--- src/rtl/mas_mul_pkg.sv ---
// rtl/mas_mul_pkg.sv - shared defaults, types and index helper for the multiplier arbiter
package mas_mul_pkg;
    localparam int W_DEF     = 16;
    localparam int N_REQ_DEF = 4;
    localparam int ID_W      = $clog2(N_REQ_DEF);

    typedef logic [ID_W-1:0] id_t;
    typedef struct packed { logic valid; id_t id; } tag_t;
    typedef struct packed { id_t id; logic [2*W_DEF-1:0] res; } rsp_t;

    function automatic int next_idx(input int idx, input int n);
        return (idx + 1 >= n) ? 0 : idx + 1;
    endfunction
endpackage

--- src/rtl/mas_mul_rr_arb.sv ---
// rtl/mas_mul_rr_arb.sv - round-robin picker: first set request at or after ptr, wrapping
module mas_mul_rr_arb #(
    parameter int N_REQ = 4,
    parameter int IDW   = $clog2(N_REQ)
) (
    input  logic [N_REQ-1:0] req,
    input  logic [IDW-1:0]   ptr,
    output logic [N_REQ-1:0] gnt,
    output logic [IDW-1:0]   idx,
    output logic             any
);
    always_comb begin
        gnt = '0;
        idx = '0;
        any = 1'b0;
        for (int i = 0; i < N_REQ; i++) begin
            if (!any && req[(int'(ptr) + i) % N_REQ]) begin
                any = 1'b1;
                gnt[(int'(ptr) + i) % N_REQ] = 1'b1;
                idx = IDW'((int'(ptr) + i) % N_REQ);
            end
        end
    end
endmodule

--- src/rtl/mas_mul_arbiter.sv ---
// rtl/mas_mul_arbiter.sv - shares one fixed-latency multiplier among N_REQ clients; MAS_MUL_ARB_STATS_EN adds grant/stall counters
module mas_mul_arbiter #(
    parameter int N_REQ      = 4,
    parameter int W          = 16,
    parameter int MUL_LAT    = 4,
    parameter int FIFO_DEPTH = 8
) (
    input  logic                     clk,
    input  logic                     rst,
    input  logic [N_REQ-1:0]         req_valid,
    output logic [N_REQ-1:0]         req_ready,
    input  logic [N_REQ*W-1:0]       req_a,
    input  logic [N_REQ*W-1:0]       req_b,
    output logic [W-1:0]             mul_in1,
    output logic [W-1:0]             mul_in2,
    input  logic [2*W-1:0]           mul_res,
    output logic                     rsp_valid,
    input  logic                     rsp_ready,
    output logic [$clog2(N_REQ)-1:0] rsp_id,
    output logic [2*W-1:0]           rsp_res
`ifdef MAS_MUL_ARB_STATS_EN
    ,
    output logic [N_REQ*16-1:0]      stat_grants,
    output logic [15:0]              stat_stall
`endif
);
    import mas_mul_pkg::*;

    localparam int IDW  = $clog2(N_REQ);
    localparam int PW   = (FIFO_DEPTH > 1) ? $clog2(FIFO_DEPTH) : 1;
    localparam int CW   = $clog2(FIFO_DEPTH + 1);
    localparam int OCCW = $clog2(FIFO_DEPTH + MUL_LAT + 2);

    logic [IDW-1:0]   rr_ptr;
    logic [N_REQ-1:0] gnt;
    logic [IDW-1:0]   gidx;
    logic             gany;
    logic             credit_ok;
    logic             hs;

    mas_mul_rr_arb #(.N_REQ(N_REQ), .IDW(IDW)) u_rr_arb (
        .req (req_valid),
        .ptr (rr_ptr),
        .gnt (gnt),
        .idx (gidx),
        .any (gany)
    );

    // Tag pipe covers the mul_in register plus MUL_LAT multiplier stages.
    logic [MUL_LAT:0] tag_v;
    logic [IDW-1:0]   tag_id [MUL_LAT+1];

    logic [IDW-1:0]   fifo_id  [FIFO_DEPTH];
    logic [2*W-1:0]   fifo_res [FIFO_DEPTH];
    logic [PW-1:0]    wr_ptr, rd_ptr;
    logic [CW-1:0]    fifo_cnt;
    logic             push, pop;
    logic [OCCW-1:0]  inflight, occ;

    always_comb begin
        inflight = '0;
        for (int i = 0; i <= MUL_LAT; i++) inflight = inflight + OCCW'(tag_v[i]);
    end

    // Every issued op owns a FIFO slot from issue until pop, so the FIFO cannot overflow.
    assign occ       = inflight + OCCW'(fifo_cnt);
    assign credit_ok = occ < OCCW'(FIFO_DEPTH);
    assign req_ready = (rst || !credit_ok) ? '0 : gnt;
    assign hs        = gany && credit_ok && !rst;

    always_ff @(posedge clk) begin
        if (rst) begin
            rr_ptr  <= '0;
            mul_in1 <= '0;
            mul_in2 <= '0;
            tag_v   <= '0;
        end else begin
            tag_v[0] <= hs;
            if (hs) begin
                rr_ptr  <= IDW'(next_idx(int'(gidx), N_REQ));
                mul_in1 <= req_a[int'(gidx)*W +: W];
                mul_in2 <= req_b[int'(gidx)*W +: W];
            end
            for (int i = 1; i <= MUL_LAT; i++) tag_v[i] <= tag_v[i-1];
        end
    end

    always_ff @(posedge clk) begin
        tag_id[0] <= gidx;
        for (int i = 1; i <= MUL_LAT; i++) tag_id[i] <= tag_id[i-1];
    end

    assign push      = tag_v[MUL_LAT];
    assign rsp_valid = fifo_cnt != '0;
    assign pop       = rsp_valid && rsp_ready;
    assign rsp_id    = rsp_valid ? fifo_id[rd_ptr]  : '0;
    assign rsp_res   = rsp_valid ? fifo_res[rd_ptr] : '0;

    always_ff @(posedge clk) begin
        if (push) begin
            fifo_id[wr_ptr]  <= tag_id[MUL_LAT];
            fifo_res[wr_ptr] <= mul_res;
        end
    end

    always_ff @(posedge clk) begin
        if (rst) begin
            wr_ptr   <= '0;
            rd_ptr   <= '0;
            fifo_cnt <= '0;
        end else begin
            if (push) wr_ptr <= (wr_ptr == PW'(FIFO_DEPTH - 1)) ? '0 : wr_ptr + PW'(1);
            if (pop)  rd_ptr <= (rd_ptr == PW'(FIFO_DEPTH - 1)) ? '0 : rd_ptr + PW'(1);
            case ({push, pop})
                2'b10:   fifo_cnt <= fifo_cnt + CW'(1);
                2'b01:   fifo_cnt <= fifo_cnt - CW'(1);
                default: fifo_cnt <= fifo_cnt;
            endcase
        end
    end

`ifdef MAS_MUL_ARB_STATS_EN
    always_ff @(posedge clk) begin
        if (rst) begin
            stat_grants <= '0;
            stat_stall  <= '0;
        end else begin
            for (int i = 0; i < N_REQ; i++) begin
                if (req_valid[i] && req_ready[i] && stat_grants[i*16 +: 16] != 16'hFFFF)
                    stat_grants[i*16 +: 16] <= stat_grants[i*16 +: 16] + 16'd1;
            end
            if ((|req_valid) && !credit_ok && stat_stall != 16'hFFFF)
                stat_stall <= stat_stall + 16'd1;
        end
    end
`endif
endmodule

--- config.mk ---
export PLATFORM = sky130hd
export DESIGN_NAME = mas_mul_arbiter
export DESIGN_NICKNAME = d
export VERILOG_FILES = /design/src/rtl/mas_mul_pkg.sv /design/src/rtl/mas_mul_rr_arb.sv /design/src/rtl/mas_mul_arbiter.sv
export SDC_FILE = /design/constraint.sdc
export NUM_CORES = 1
export LEC_CHECK = 0
export CORE_MARGIN = 8
export CORE_UTILIZATION = 35
export CTS_BUF_LIST = sky130_fd_sc_hd__clkbuf_4 sky130_fd_sc_hd__clkbuf_8
export CTS_CLUSTER_DIAMETER = 30
export CTS_CLUSTER_SIZE = 12
export DETAILED_ROUTE_END_ITERATION = 10
export PLACE_DENSITY_LB_ADDON = 0.08
export SYNTH_ARGS = -nofsm -noshare
export SYNTH_HDL_FRONTEND = slang
export SYNTH_SLANG_ARGS = --single-unit
--- constraint.sdc ---
create_clock -name clk -period 11 [get_ports clk]
set_input_delay 1.65 -clock clk [delete_from_list [all_inputs] [get_ports clk]]
set_output_delay 1.65 -clock clk [all_outputs]
set_load 0.005 [all_outputs]
==> results summary <==
The number of max-slew violations in the final report is 0. The global-route track usage on met3 came out at 0.06699. The average wire length per cell after detail routing came out at about 23 µm. The most numerous cell in the Yosys netlist is edfxtp_1. The category of the worst setup path capture point is an output port. Setup repair after global routing left no endpoint under its margin. Using the TritonRoute via totals, the vias-per-cell ratio works out to roughly 5.5. The headroom to the max-slew limit came out at 0.3094. The maximum buffer depth of the clock tree came out at 3.

The final hold violation count came out at 0. On the critical path, the stage with the largest delay is an instance of mux4_2. In this run the remaining antenna-violating nets after routing total 0. STA classifies the critical path startpoint as an input pin. The launch instance of the worst register-to-register path is rr_ptr[0]. The shortest clock period the worst path allows after layout is 6.524 ns. The total number of nets in the final design came out at about 1500. The cell depth of the worst min-delay path came out at 0. For this run, the leading register cell type out of synthesis is edfxtp_1. The netlist area before placement came out at 15480 µm².

The number of hold-repair buffers added at the cts stage is 0. By instance count, the cell type seen most on the critical path is clkdlybuf4s50_1. The number of enable flip-flop cells after synthesis is ~270. The critical path goes through clkdlybuf4s50_1 > mux4_2 > nor2b_4 > buf_4 > a221o_1 > o21ai_0 > a21oi_1 > clkdlybuf4s50_1. The area share of the largest cell type after synthesis is 0.5277. The startpoint identified for the worst hold timing path is tag_id[0][4]. The post-synthesis average cell area is 13.91 µm². The initial antenna violation count came out at 15. The category of the critical setup timing path is in2out. The fraction of layout cells with a size suffix above 1 is 0.1901. The die area is 51200 µm².

Across all layers, the routed design uses 11130 vias. The number of cells on the worst reg-to-reg path is 10. TritonCTS built the clock tree. For the pin with the worst max-slew slack, the measured transition is 1.036 ns. The synthesized design contains 334 register bits. The number of I/O port buffers is 237. The area inside the core boundary is ~44000 µm². The starting utilization of the core area came out at 0.3523. The total wirelength of the detailed-routed design came out at 46760 µm. After clock tree synthesis, the clock-pin slew on the worst setup and hold paths is 0.05 ns. The share of the Yosys chip area taken by registers is 0.6079. The async set-or-reset flop fraction in the synthesized netlist is 0. The capture point of the worst reg-to-reg path is mul_in1[3].

The switching power is 1.376 mW. The number of H-tree branching levels is 3. The number of rows in the core area came out at 77.

Routability-driven placement finished with a final weighted congestion of 0.7493. After clock tree synthesis, the setup repair step added 0 buffers. The summed negative setup slack over all endpoints came out at 0 ns. The clock group share of total power is 0.379. Derived from the worst setup path, the maximum achievable clock frequency is 153.3 MHz. The first detailed-routing pass ran for 5 iterations. For hold timing, the worst endpoint is tag_id[0][6].

The critical path arrival came out at 4.87 ns. For this run, the number of Yosys warnings is 0. The first global-routing pass estimated 69730 µm of wire.

The global routing stage identified its most utilized layer as met2. The number of buffers created by CTS is 80. During I/O placement, the number of pins put on the boundary was about 240.

In the post-synthesis netlist, the biggest area contributors are edfxtp_1 (53%), mux4_2 (10%), dfxtp_1 (8.0%). The via count of the first global-routing pass is about 11000. The total routing resource utilization after global routing is 0.1783. The run finished with clean final reports. Of the total power, combinational logic draws 0.273. For the worst setup path, the data required time is between 9 and 10 ns. The internal portion of total power is 2.920 mW. Summed over all nets, the half-perimeter wirelength after detailed placement is 27260 µm. The setup clock skew after layout came out at 0.02727 ns.

The worst-case IR drop observed on VDD is between 0.1 and 0.15 mV. The dominant cell type by area after synthesis is edfxtp_1. The largest delay contributor family on the critical path is buffers and inverters.

Together, buffers and inverters on the worst path number 3. The period utilization is 0.5931. The ratio of total power to cell area came out at ~210 nW/µm². The horizontal die dimension came out at 226.3 µm. The number of distinct standard cells referenced by the synthesized netlist is 47. The largest fanout of any net on the critical path came out at 67.

The number of violations of the max-capacitance limit is 0. On the final layout, the worst hold slack is 0.3097 ns. The number of DRC violations after detailed routing came out at 0.

The setup slack of the most critical reg-to-reg path is 6.68 ns. The delay of the slowest critical-path stage came out at roughly 0.71 ns. The met2 usage in global routing came out at 0.2918. The signed area change from the synthesized netlist to the final layout is 31.02%. The relative contribution of sequential cells to total power came out at 0.348. The number of nets produced by synthesis came out at 1301. The root buffer cell chosen for the clock tree is clkbuf_8. By count the netlist is led by edfxtp_1 (272), nand3_1 (125), mux4_2 (71), nor2_1 (70), a221o_1 (67).

Summed over all cells, the static leakage comes to 6.501 nW. In this run the vertical extent of the chip is 226.3 µm. The clock reaches the later pin of the worst-skew pair after between 0.6 and 0.7 ns. In the global route stage, met1 resource usage came out at 0.2182. The fraction of power spent switching nets is 0.3203. The clock sink count is 334. The largest net degree at the start of global routing came out at 80. In this run, the number of DRC markers left after iteration 0 of detailed routing was 770. Setup violations remaining at the end of the flow were counted as 0.

The type of the most critical hold path is reg2reg. The total overflow left after global routing is 0. The post-synthesis cell count came out at 1113.

The number of gates resized after cts is 0.
layout make-up:
| class | instances | area, µm² |
|---|---|---|
| sequential | 334 | 9417 |
| timing repair buffer | 264 | 2575 |
| clock buffer | 97 | 1266 |
| clock inverter | 48 | 564.3 |
| fill | 4008 | 23650 |
| multi-input combinational | 665 | 5660 |
| antenna | 4 | 10.01 |
| tap | 592 | 740.7 |
| inverter | 12 | 45.04 |
power groups by stage:
stage	logic, mW	clock network [mW]	registers (mW)
2_1_floorplan	0.746	0	1.50
3_3_place_gp	1.16	0	1.52
3_5_place_dp	1.17	0	1.52
4_1_cts	1.18	1.67	1.50
5_1_grt	1.26	1.73	1.50
6_report	1.17	1.63	1.49
cells by family (layout without fill, tap and decap cells):
| kind of cell | count (synthesis) | count (layout) | share of synthesized area |
|---|---|---|---|
| AND/OR/NAND/NOR | 325 | 325 | 0.1037 |
| adder cells (fa/ha/maj) | 21 | 21 | 0.01843 |
| multiplexers | 118 | 118 | 0.1339 |
| AO/OA/AOI/OAI | 197 | 197 | 0.1016 |
| other | 0 | 4 | 0 |
| XOR/XNOR | 4 | 4 | 0.002264 |
| flip-flops | 334 | 334 | 0.6079 |
| buffers and inverters | 114 | 421 | 0.03217 |
worst max-delay path by stage:
stage                       from      endpoint  depth (start not counted)
CTS                    rr_ptr[0]  req_ready[3]                         10
floorplan           req_valid[0]  req_ready[0]                          8
detailed placement  req_valid[2]  req_ready[3]                          8
global route           rr_ptr[0]  req_ready[3]                         10
finish              req_valid[3]  req_ready[3]                          8
global placement    req_valid[2]  req_ready[1]                          8
metrics by stage:
| stage | std cells | setup WS [ns] | utilization | total power [mW] | instance area, µm² |
|---|---|---|---|---|---|
| after floorplan | 1113 | 6.068 | - | 2.247 | 15480 |
| after global placement | 1867 | 4.526 | 0.4197 | 2.677 | 18440 |
| after detailed placement | 1867 | 4.492 | 0.4197 | 2.692 | 18440 |
| after CTS | 2012 | 4.480 | 0.4614 | 4.348 | 20270 |
| after global routing | 2014 | 4.276 | 0.4615 | 4.495 | 20270 |
| final | 2016 | 4.476 | 0.4616 | 4.296 | 20280 |
worst register-to-register path, delay by kind of cell (launching register included):
| kind | cells | cell delay [ns] |
|---|---|---|
| fa+ha+maj | 1 | 0.54 |
| mux | 1 | 0.72 |
| compound gates | 4 | 1.35 |
| simple gates | 1 | 0.23 |
| flops | 1 | 0.37 |
| buf+inv | 3 | 0.99 |
per-layer routing:
| metal | part of all wire | wire, µm |
|---|---|---|
| met2 | 0.48 | 22600 |
| met5 | 0.0030 | 140 |
| met4 | 0.019 | 872 |
| met3 | 0.086 | 4026 |
| met1 | 0.41 | 19110 |
cell usage in the layout (no fill, tap or decap), types with 18 or more instances in the layout:
cell and count:
edfxtp_1 272, clkdlybuf4s50_1 237, nand3_1 125, clkbuf_8 86
mux4_2 71, a221o_1 67, nor2_1 58, dfxtp_1 58
a21oi_1 48, mux2i_1 45, nand2_1 40, a22oi_1 32
nand4_1 32, and3_1 31, a311oi_1 31, buf_4 27
ha_1 18
state kept, by name, indices dropped and copies added, names as in the netlist, named ones only:
signal / cells
fifo_res: 256
mul_in1: 16
fifo_id: 16
rd_ptr: 3
mul_in2: 16
rr_ptr: 2
tag_v: 5
fifo_cnt: 4
wr_ptr: 3
tag_id: 10
Power figures use the tool's default switching activity.
